**src/rtl/ctrl_pkg.sv**
```systemverilog
// Control-path definitions shared by the fetch sequencer and the decoder:
// sequencer state encodings, ALU op codes, branch types and counter sizing.
package ctrl_pkg;

  typedef enum logic [2:0] {
    ST_RESET     = 3'd0,
    ST_FETCH     = 3'd1,
    ST_FETCH_IMM = 3'd2,
    ST_FLUSH     = 3'd3,
    ST_INT_ENTRY = 3'd4
  } seq_state_t;

  localparam logic [3:0] OP_ADD  = 4'd0;
  localparam logic [3:0] OP_SUB  = 4'd1;
  localparam logic [3:0] OP_AND  = 4'd2;
  localparam logic [3:0] OP_OR   = 4'd3;
  localparam logic [3:0] OP_XOR  = 4'd4;
  localparam logic [3:0] OP_SHL  = 4'd5;
  localparam logic [3:0] OP_SHR  = 4'd6;
  localparam logic [3:0] OP_CMP  = 4'd7;
  localparam logic [3:0] OP_LD   = 4'd8;
  localparam logic [3:0] OP_ST   = 4'd9;
  localparam logic [3:0] OP_BR   = 4'd10;
  localparam logic [3:0] OP_CALL = 4'd11;
  localparam logic [3:0] OP_IMM  = 4'd12;
  localparam logic [3:0] OP_RET  = 4'd13;
  localparam logic [3:0] OP_NOP  = 4'd15;

  typedef enum logic [2:0] {
    BR_NONE   = 3'd0,
    BR_ALWAYS = 3'd1,
    BR_EQ     = 3'd2,
    BR_NE     = 3'd3,
    BR_LT     = 3'd4,
    BR_GE     = 3'd5,
    BR_CALL   = 3'd6,
    BR_RET    = 3'd7
  } br_type_t;

  function automatic int max_of3(input int a, input int b, input int c);
    int m;
    m = (a > b) ? a : b;
    return (m > c) ? m : c;
  endfunction

  // Bits needed to hold values 0..max_val.
  function automatic int cnt_width(input int max_val);
    return (max_val < 2) ? 1 : $clog2(max_val + 1);
  endfunction

endpackage

```
**src/rtl/seq_down_counter.sv**
```systemverilog
// Loadable down-counter shared by the fetch sequencer's multi-cycle states.
// Load has priority over decrement; decrement saturates at zero.
module seq_down_counter #(
  parameter int W = 3
) (
  input  logic         clk,
  input  logic         rst,
  input  logic         load,
  input  logic [W-1:0] load_val,
  input  logic         dec,
  output logic [W-1:0] value,
  output logic         is_one
);

  logic [W-1:0] value_reg;

  always_ff @(posedge clk or posedge rst) begin
    if (rst) begin
      value_reg <= '0;
    end else if (load) begin
      value_reg <= load_val;
    end else if (dec && (value_reg != '0)) begin
      value_reg <= value_reg - 1'b1;
    end
  end

  assign value  = value_reg;
  assign is_one = (value_reg == W'(1));

endmodule

```
**src/rtl/fetch_sequencer.sv**
```systemverilog
// Instruction-fetch sequencer: stalls, immediate-word fetch, branch flush and
// interrupt entry. Interrupt support is built only when FETCH_SEQ_INTR_EN is defined.
module fetch_sequencer
  import ctrl_pkg::*;
#(
  parameter int OPCODE_W     = 4,
  parameter int IMM_OPCODE   = 12,
  parameter int IMM_WORDS    = 1,
  parameter int FLUSH_CYCLES = 2,
  parameter int INT_CYCLES   = 2
) (
  input  logic                clk,
  input  logic                rst,
  input  logic [OPCODE_W-1:0] opcode,
  input  logic                intr,
  input  logic                load_use,
  input  logic                branch_taken,
  output logic                pc_write_en,
  output logic                if_id_write_en,
  output logic                inject_bubble,
  output logic                inject_int,
  output logic                imm_valid,
  output logic                int_ack,
  output logic [2:0]          state_o
);

  localparam int CNT_MAX = max_of3(IMM_WORDS, FLUSH_CYCLES - 1, INT_CYCLES);
  localparam int CNT_W   = cnt_width(CNT_MAX);

  seq_state_t       state_reg;
  seq_state_t       state_next;
  logic             cnt_load;
  logic [CNT_W-1:0] cnt_load_val;
  logic             cnt_dec;
  logic [CNT_W-1:0] cnt_value;
  logic             cnt_is_one;
  logic             cnt_done;
  logic             is_imm_op;

  seq_down_counter #(
    .W (CNT_W)
  ) u_cnt (
    .clk      (clk),
    .rst      (rst),
    .load     (cnt_load),
    .load_val (cnt_load_val),
    .dec      (cnt_dec),
    .value    (cnt_value),
    .is_one   (cnt_is_one)
  );

  // A zero count also ends a sequence so a corrupted counter cannot hang a state.
  assign cnt_done  = cnt_is_one || (cnt_value == '0);
  assign is_imm_op = (opcode == OPCODE_W'(IMM_OPCODE));

`ifdef FETCH_SEQ_INTR_EN
  logic int_pending_reg;

  // A request arriving in the acknowledge cycle wins, so a held level is never lost.
  always_ff @(posedge clk or posedge rst) begin
    if (rst) begin
      int_pending_reg <= 1'b0;
    end else begin
      int_pending_reg <= intr || (int_pending_reg && !int_ack);
    end
  end
`else
  logic unused_intr;
  assign unused_intr = intr;
`endif

  always_comb begin
    pc_write_en    = 1'b1;
    if_id_write_en = 1'b1;
    inject_bubble  = 1'b0;
    inject_int     = 1'b0;
    imm_valid      = 1'b0;
    int_ack        = 1'b0;
    state_next     = state_reg;
    cnt_load       = 1'b0;
    cnt_load_val   = '0;
    cnt_dec        = 1'b0;

    case (state_reg)
      ST_RESET: begin
        inject_bubble = 1'b1;
        state_next    = ST_FETCH;
      end

      ST_FETCH: begin
        if (branch_taken) begin
          inject_bubble = 1'b1;
          cnt_load      = 1'b1;
          cnt_load_val  = CNT_W'(FLUSH_CYCLES - 1);
          state_next    = (FLUSH_CYCLES > 1) ? ST_FLUSH : ST_FETCH;
`ifdef FETCH_SEQ_INTR_EN
        end else if (int_pending_reg) begin
          inject_int     = 1'b1;
          inject_bubble  = 1'b1;
          if_id_write_en = 1'b0;
          cnt_load       = 1'b1;
          cnt_load_val   = CNT_W'(INT_CYCLES);
          state_next     = ST_INT_ENTRY;
`endif
        end else if (load_use) begin
          pc_write_en    = 1'b0;
          if_id_write_en = 1'b0;
          inject_bubble  = 1'b1;
        end else if (is_imm_op) begin
          if_id_write_en = 1'b0;
          inject_bubble  = 1'b1;
          cnt_load       = 1'b1;
          cnt_load_val   = CNT_W'(IMM_WORDS);
          state_next     = ST_FETCH_IMM;
        end
      end

      ST_FETCH_IMM: begin
        if (branch_taken) begin
          inject_bubble = 1'b1;
          cnt_load      = 1'b1;
          cnt_load_val  = CNT_W'(FLUSH_CYCLES - 1);
          state_next    = (FLUSH_CYCLES > 1) ? ST_FLUSH : ST_FETCH;
        end else begin
          imm_valid = 1'b1;
          cnt_dec   = 1'b1;
          if (cnt_done) state_next = ST_FETCH;
        end
      end

      ST_FLUSH: begin
        inject_bubble = 1'b1;
        cnt_dec       = 1'b1;
        if (cnt_done) state_next = ST_FETCH;
      end

`ifdef FETCH_SEQ_INTR_EN
      ST_INT_ENTRY: begin
        inject_bubble = 1'b1;
        cnt_dec       = 1'b1;
        if (cnt_done) begin
          int_ack    = 1'b1;
          state_next = ST_FETCH;
        end else begin
          pc_write_en = 1'b0;
        end
      end
`endif

      default: begin
        cnt_load     = 1'b1;
        cnt_load_val = '0;
        state_next   = ST_FETCH;
      end
    endcase
  end

  always_ff @(posedge clk or posedge rst) begin
    if (rst) begin
      state_reg <= ST_RESET;
    end else begin
      state_reg <= state_next;
    end
  end

  assign state_o = state_reg;

endmodule

```
**config.mk**
```make
export PLATFORM = sky130hd
export DESIGN_NAME = fetch_sequencer
export DESIGN_NICKNAME = d
export VERILOG_FILES = /design/src/rtl/ctrl_pkg.sv /design/src/rtl/seq_down_counter.sv /design/src/rtl/fetch_sequencer.sv
export SDC_FILE = /design/constraint.sdc
export NUM_CORES = 1
export LEC_CHECK = 0
export ABC_AREA = 1
export CAP_MARGIN = 20
export CORE_AREA = 2 2 39 41
export DETAILED_ROUTE_END_ITERATION = 8
export DIE_AREA = 0 0 41 43
export SLEW_MARGIN = 40
export SYNTH_ARGS = -nofsm -noshare
export SYNTH_HDL_FRONTEND = slang
export SYNTH_SLANG_ARGS = --single-unit
```
**constraint.sdc**
```tcl
create_clock -name clk -period 1.19 [get_ports clk]
set_input_delay 0.238 -clock clk [delete_from_list [all_inputs] [get_ports clk]]
set_output_delay 0.238 -clock clk [all_outputs]
set_load 0.03 [all_outputs]
```
Yosys cells after proc, flatten, opt, wreduce, memory -nomap -nowiden
Index checks and enable logic that the tools add are counted.
{"block": "word_totals", "ff_bits": 5, "output_inout_bits": 9, "word_cells": 49}
{"block": "op_classes", "add_sub_neg": 1, "n_eq_ne": 7, "muxes": 31, "reduce_logical": 8}
{"cell": "1-bit 2-to-1 mux", "n": 19}
{"cell": "3-bit 2-to-1 mux", "n": 5}
{"cell": "3-bit one-hot mux with 3 select lines", "n": 1}
{"cell": "3-bit by 2-bit == test with 1-bit output (second input constant)", "n": 2}
{"cell": "3-bit != test (second input constant)", "n": 2}
{"cell": "1-bit one-hot mux with 3 select lines", "n": 2}
{"cell": "4-bit == test (second input constant)", "n": 1}
{"cell": "2-bit 2-to-1 mux", "n": 2}
{"cell": "1-bit one-hot mux with 2 select lines", "n": 2}
{"cell": "2-bit nonzero test", "n": 2}
{"cell": "3-bit by 1-bit == test with 1-bit output (second input constant)", "n": 1}
{"cell": "3-bit zero test", "n": 1}
{"cell": "2-bit by 1-bit == test with 1-bit output (second input constant)", "n": 1}
{"cell": "2-bit zero test", "n": 1}
{"cell": "2-bit AND reduction", "n": 1}
{"cell": "2-bit OR reduction", "n": 1}
{"cell": "2-bit by 1-bit subtractor with 2-bit output (second input constant)", "n": 1}
{"cell": "1-bit logical AND", "n": 1}
{"cell": "1-bit logical OR", "n": 1}

Depth between registers and ports, before layout
{"block": "logic_depth", "ltp_word": 6, "mapped_depth": 8}

Cells and area by module
From an unflattened synthesis, not the netlist that was laid out.
{"block": "unflattened", "cells_unflattened": 80, "hier_area_um2": 459.2}
{"mod": "fetch_sequencer", "instances": 1, "cells_each": 59, "area_per_inst_um2": 315.3, "seq_area_each_um2": 75.1}
{"mod": "seq_down_counter", "instances": 1, "cells_each": 21, "area_per_inst_um2": 143.9, "seq_area_each_um2": 50.0}

Worst setup path after synthesis
Ideal clock, no wire load.
{"block": "synth_path", "path_type": "register -> output", "startpoint": "reg state_reg[1] (netlist: state_o[1])", "endpoint": "out imm_valid", "arrival_time_ns": 1.480, "path_slack_ns": -0.528, "stages_incl_launch_ff": 5, "n_path_buf": 0, "cell_sequence": "dfrtp_1 -> inv_2 -> nor2_4 -> inv_2 -> nor3_1"}
{"block": "synth_between", "elab_chain_len": 2}
{"element": "from (decl)", "line_no": "fetch_sequencer.sv:30", "source": "seq_state_t state_reg;"}
{"element": "from (signal assigned)", "line_no": "fetch_sequencer.sv:162", "source": "state_reg <= state_next;"}
{"element": "3-bit by 2-bit == test with 1-bit output", "line_no": "fetch_sequencer.sv:84", "source": "case (state_reg)"}
{"element": "1-bit 2-to-1 mux", "line_no": "fetch_sequencer.sv:84"}
{"element": "to (decl)", "line_no": "fetch_sequencer.sv:22", "source": "output logic imm_valid,"}
No other way between the ends.

Worst setup path after layout
{"block": "layout_path", "startpoint": "reg state_reg[1] (netlist: state_o[1])", "endpoint": "out if_id_write_en"}
{"block": "layout_between", "elab_chain_len": 2}
{"element": "3-bit by 1-bit == test with 1-bit output", "line_no": "fetch_sequencer.sv:84"}
{"element": "1-bit 2-to-1 mux", "line_no": "fetch_sequencer.sv:84"}
{"element": "to (decl)", "line_no": "fetch_sequencer.sv:19", "source": "output logic if_id_write_en,"}
No other way between the ends.

==> results by group <==
Final layout
  • Fill count: ~130
  • NumNets Final: between 100 and 150
  • Layout cells sized above 1: between 50% and 60%
  • Commonest non-fill, non-tap cells in the layout: 14 x nand2_1, 13 x buf_4, 8 x inv_2
  • # diodes: 0
  • Post-layout util: between 50% and 60%
  • Synthesis-to-finish area growth: 78.0%
  • Commonest non-fill, non-tap cell in the layout: nand2_1
  • Final std cells w/o fill: 109
  • Largest register FFs: 3

Status
  • Failing checks: negative setup slack
  • Outcome: finished, violations left

Place
  • Dpl hpwl: between 700 and 800 um
  • Placement Setup Slack: -0.325 ns
  • Port bufs: 14
  • Placed Instances: 103
  • GPL Wtd Cong: between 0.7 and 0.8

Floorplan
  • Die ar.: 1760 um^2
  • Die X-Extent: about 41 um
  • Row count: 14
  • Die Ht: around 43 um
  • Initial Utilization: between 30% and 40%
  • IO Pins: 18
  • Placeable Area: about 1400 um^2

Worst setup path
  • Reg-to-reg critical path startpoint: state_o[1]
  • Worst Setup Path Type: reg2out
  • Setup crit end kind: output port
  • Flop2flop setup slack: -0.04 ns
  • Worst R2R End: u_cnt.value[1]
  • Worst setup SP type: flip-flop
  • CP required: ~0.95 ns
  • R2R cell count: 8
  • CP Launch Point: state_o[1]
  • Crit path arrival time: about 1.2 ns
  • Crit Path Max Fanout: 4

STA
  • Max Slew Vio Count: 0
  • Fin. Hold Viols: 0
  • Tcrit/Tclk final: 119%
  • Setup_tns: -0.815 ns
  • # setup viols final: 5
  • Final min period: between 1 and 1.5 ns
  • Fmax: between 700 and 800 MHz
  • Hold_ws: ~0.19 ns
  • Setup repair after global routing missed its margin: yes
  • Setup ws final: -0.230 ns
  • Post-Route Skew: about 0.00042 ns

CTS
  • TritonCTS clock tree: built
  • Clock Path Buffers: 2
  • Clk sinks: 5
  • CTS Hold Bufs: 0
  • Worst-path clk slew: about 0.040 ns
  • Clk Latency, worst-skew pair: 0.23 ns
  • H-tree Lvls: 1
  • CTS Buf Count: 3
  • CTS Root Cell: clkbuf_4

Synthesis
  • Sequential share of the synthesized area: between 20% and 30%
  • Synth unique cells: 19
  • Yosys warns: 0
  • Mean post-synth cell area: about 6.5 um^2
  • Post-synthesis cell count: 65
  • Post-synthesis register bit count: 5
  • Cell area after synthesis: around 420 um^2

Drt
  • DR WL met3: 29 um
  • DR WL/cell: between 8 and 9 um
  • Routed vias/inst: 4.33
  • Final wirelength: 968 um
  • Drt first-iter violations: 0
  • Met1 Wirelength: between 400 and 500 um
  • 1st-pass router iterations: 1
  • Residual DRC: 0
  • Final ANT Viol Nets: 0
  • Routed wl met2: between 500 and 600 um
  • Highest routed layer: met3
  • Routed via count: between 400 and 500

Min path
  • Min-delay worst type: in2async

Power
  • Leak: between 0.0003 and 0.0004 uW
  • Max rail drop VDD: ~0.64 mV
  • Pwr per Cell Area: 886 nW/um^2

Global route
  • Vias in the first global route: 426
  • Aggregate global-route resource usage: a little over an eighth
  • First-pass GRT wire length: 1590 um
  • Grt ovf: 0
  • Antenna violations before repair: 0
  • Pin count of the biggest net entering global routing: 6

Job
  • Maxcap violations: 0
==> worst max-delay path, cell delays in order (launching register included) <==
cell      delay (ns)
dfrtp_2         0.43
nor2_4          0.12
nand2_2         0.06
inv_2           0.08
o211ai_1        0.08
buf_4           0.18
==> stage by stage <==
stage | power, uW | cell area, um^2
finish | 665 | 751
global placement | 419 | 634
CTS | 631 | 688
floorplan | 334 | 447
global route | 710 | 751
detailed placement | 419 | 634
==> how the worst max path moves through the flow <==
stage	endpoint	slack, ns	depth (start not counted)
2_1_floorplan	if_id_write_en	-0.12	5
3_3_place_gp	inject_bubble	-0.32	7
3_5_place_dp	inject_bubble	-0.33	8
4_1_cts	if_id_write_en	-0.23	6
5_1_grt	if_id_write_en	-0.29	5
6_report	if_id_write_en	-0.23	5
==> cells by family after synthesis <==
group	after synthesis	synth area share, %
buffers and inverters	17	16.9
adder cells (fa/ha/maj)	2	5.93
other	1	0.889
flip-flops	5	29.7
AO/OA/AOI/OAI	5	6.53
AND/OR/NAND/NOR	35	40.1
==> Yosys cell counts <==
master | instances | share of area (%)
a21oi_1 | 1 | 1.2
buf_4 | 2 | 3.6
conb_1 | 1 | 0.89
dfrtp_1 | 5 | 30
ha_1 | 2 | 5.9
inv_1 | 10 | 8.9
inv_2 | 5 | 4.5
nand2_1 | 16 | 14
nand2_2 | 2 | 3.0
nand3_1 | 4 | 4.7
nand3_2 | 1 | 2.4
nand4_1 | 2 | 3.0
nor2_1 | 5 | 4.5
nor2_2 | 3 | 4.5
nor2_4 | 1 | 2.7
nor3_1 | 1 | 1.2
o211ai_1 | 1 | 1.8
o21ai_0 | 2 | 2.4
o21ai_1 | 1 | 1.2
==> final cells by class <==
cell class | count | area, um^2 | area share (%)
Multi-Input combinational cell | 45 | 314 | 41.8
Clock buffer | 4 | 26.3 | 3.50
Inverter | 15 | 56.3 | 7.50
Tap cell | 16 | 20.0 | 2.67
Sequential cell | 5 | 129 | 17.2
Timing Repair Buffer | 24 | 205 | 27.3
==> power breakdown <==
group          internal (uW)  switching [uW]  total (uW)
sequential               185            14.2         199
clock                    126            61.7         188
combinational            125             154         278
==> metal layers <==
| metal | GRT usage [%] | up-vias |
|---|---|---|
| li1 | - | 251 |
| met1 | 17.2 | 213 |
| met2 | 19.4 | 8 |
| met3 | 3.14 | 0 |
| met4 | 8.00 | 0 |
| met5 | 0 | - |
==> what timing repair did <==
action / CTS / global route
resized for setup: 17 / 14
endpoints found under the setup margin: 5 / 8
endpoints found under the hold margin: 0 / 0
setup buffers: 1 / 3
pin swaps: 8 / 8
Note: power is estimated with default switching activity, not from simulation.
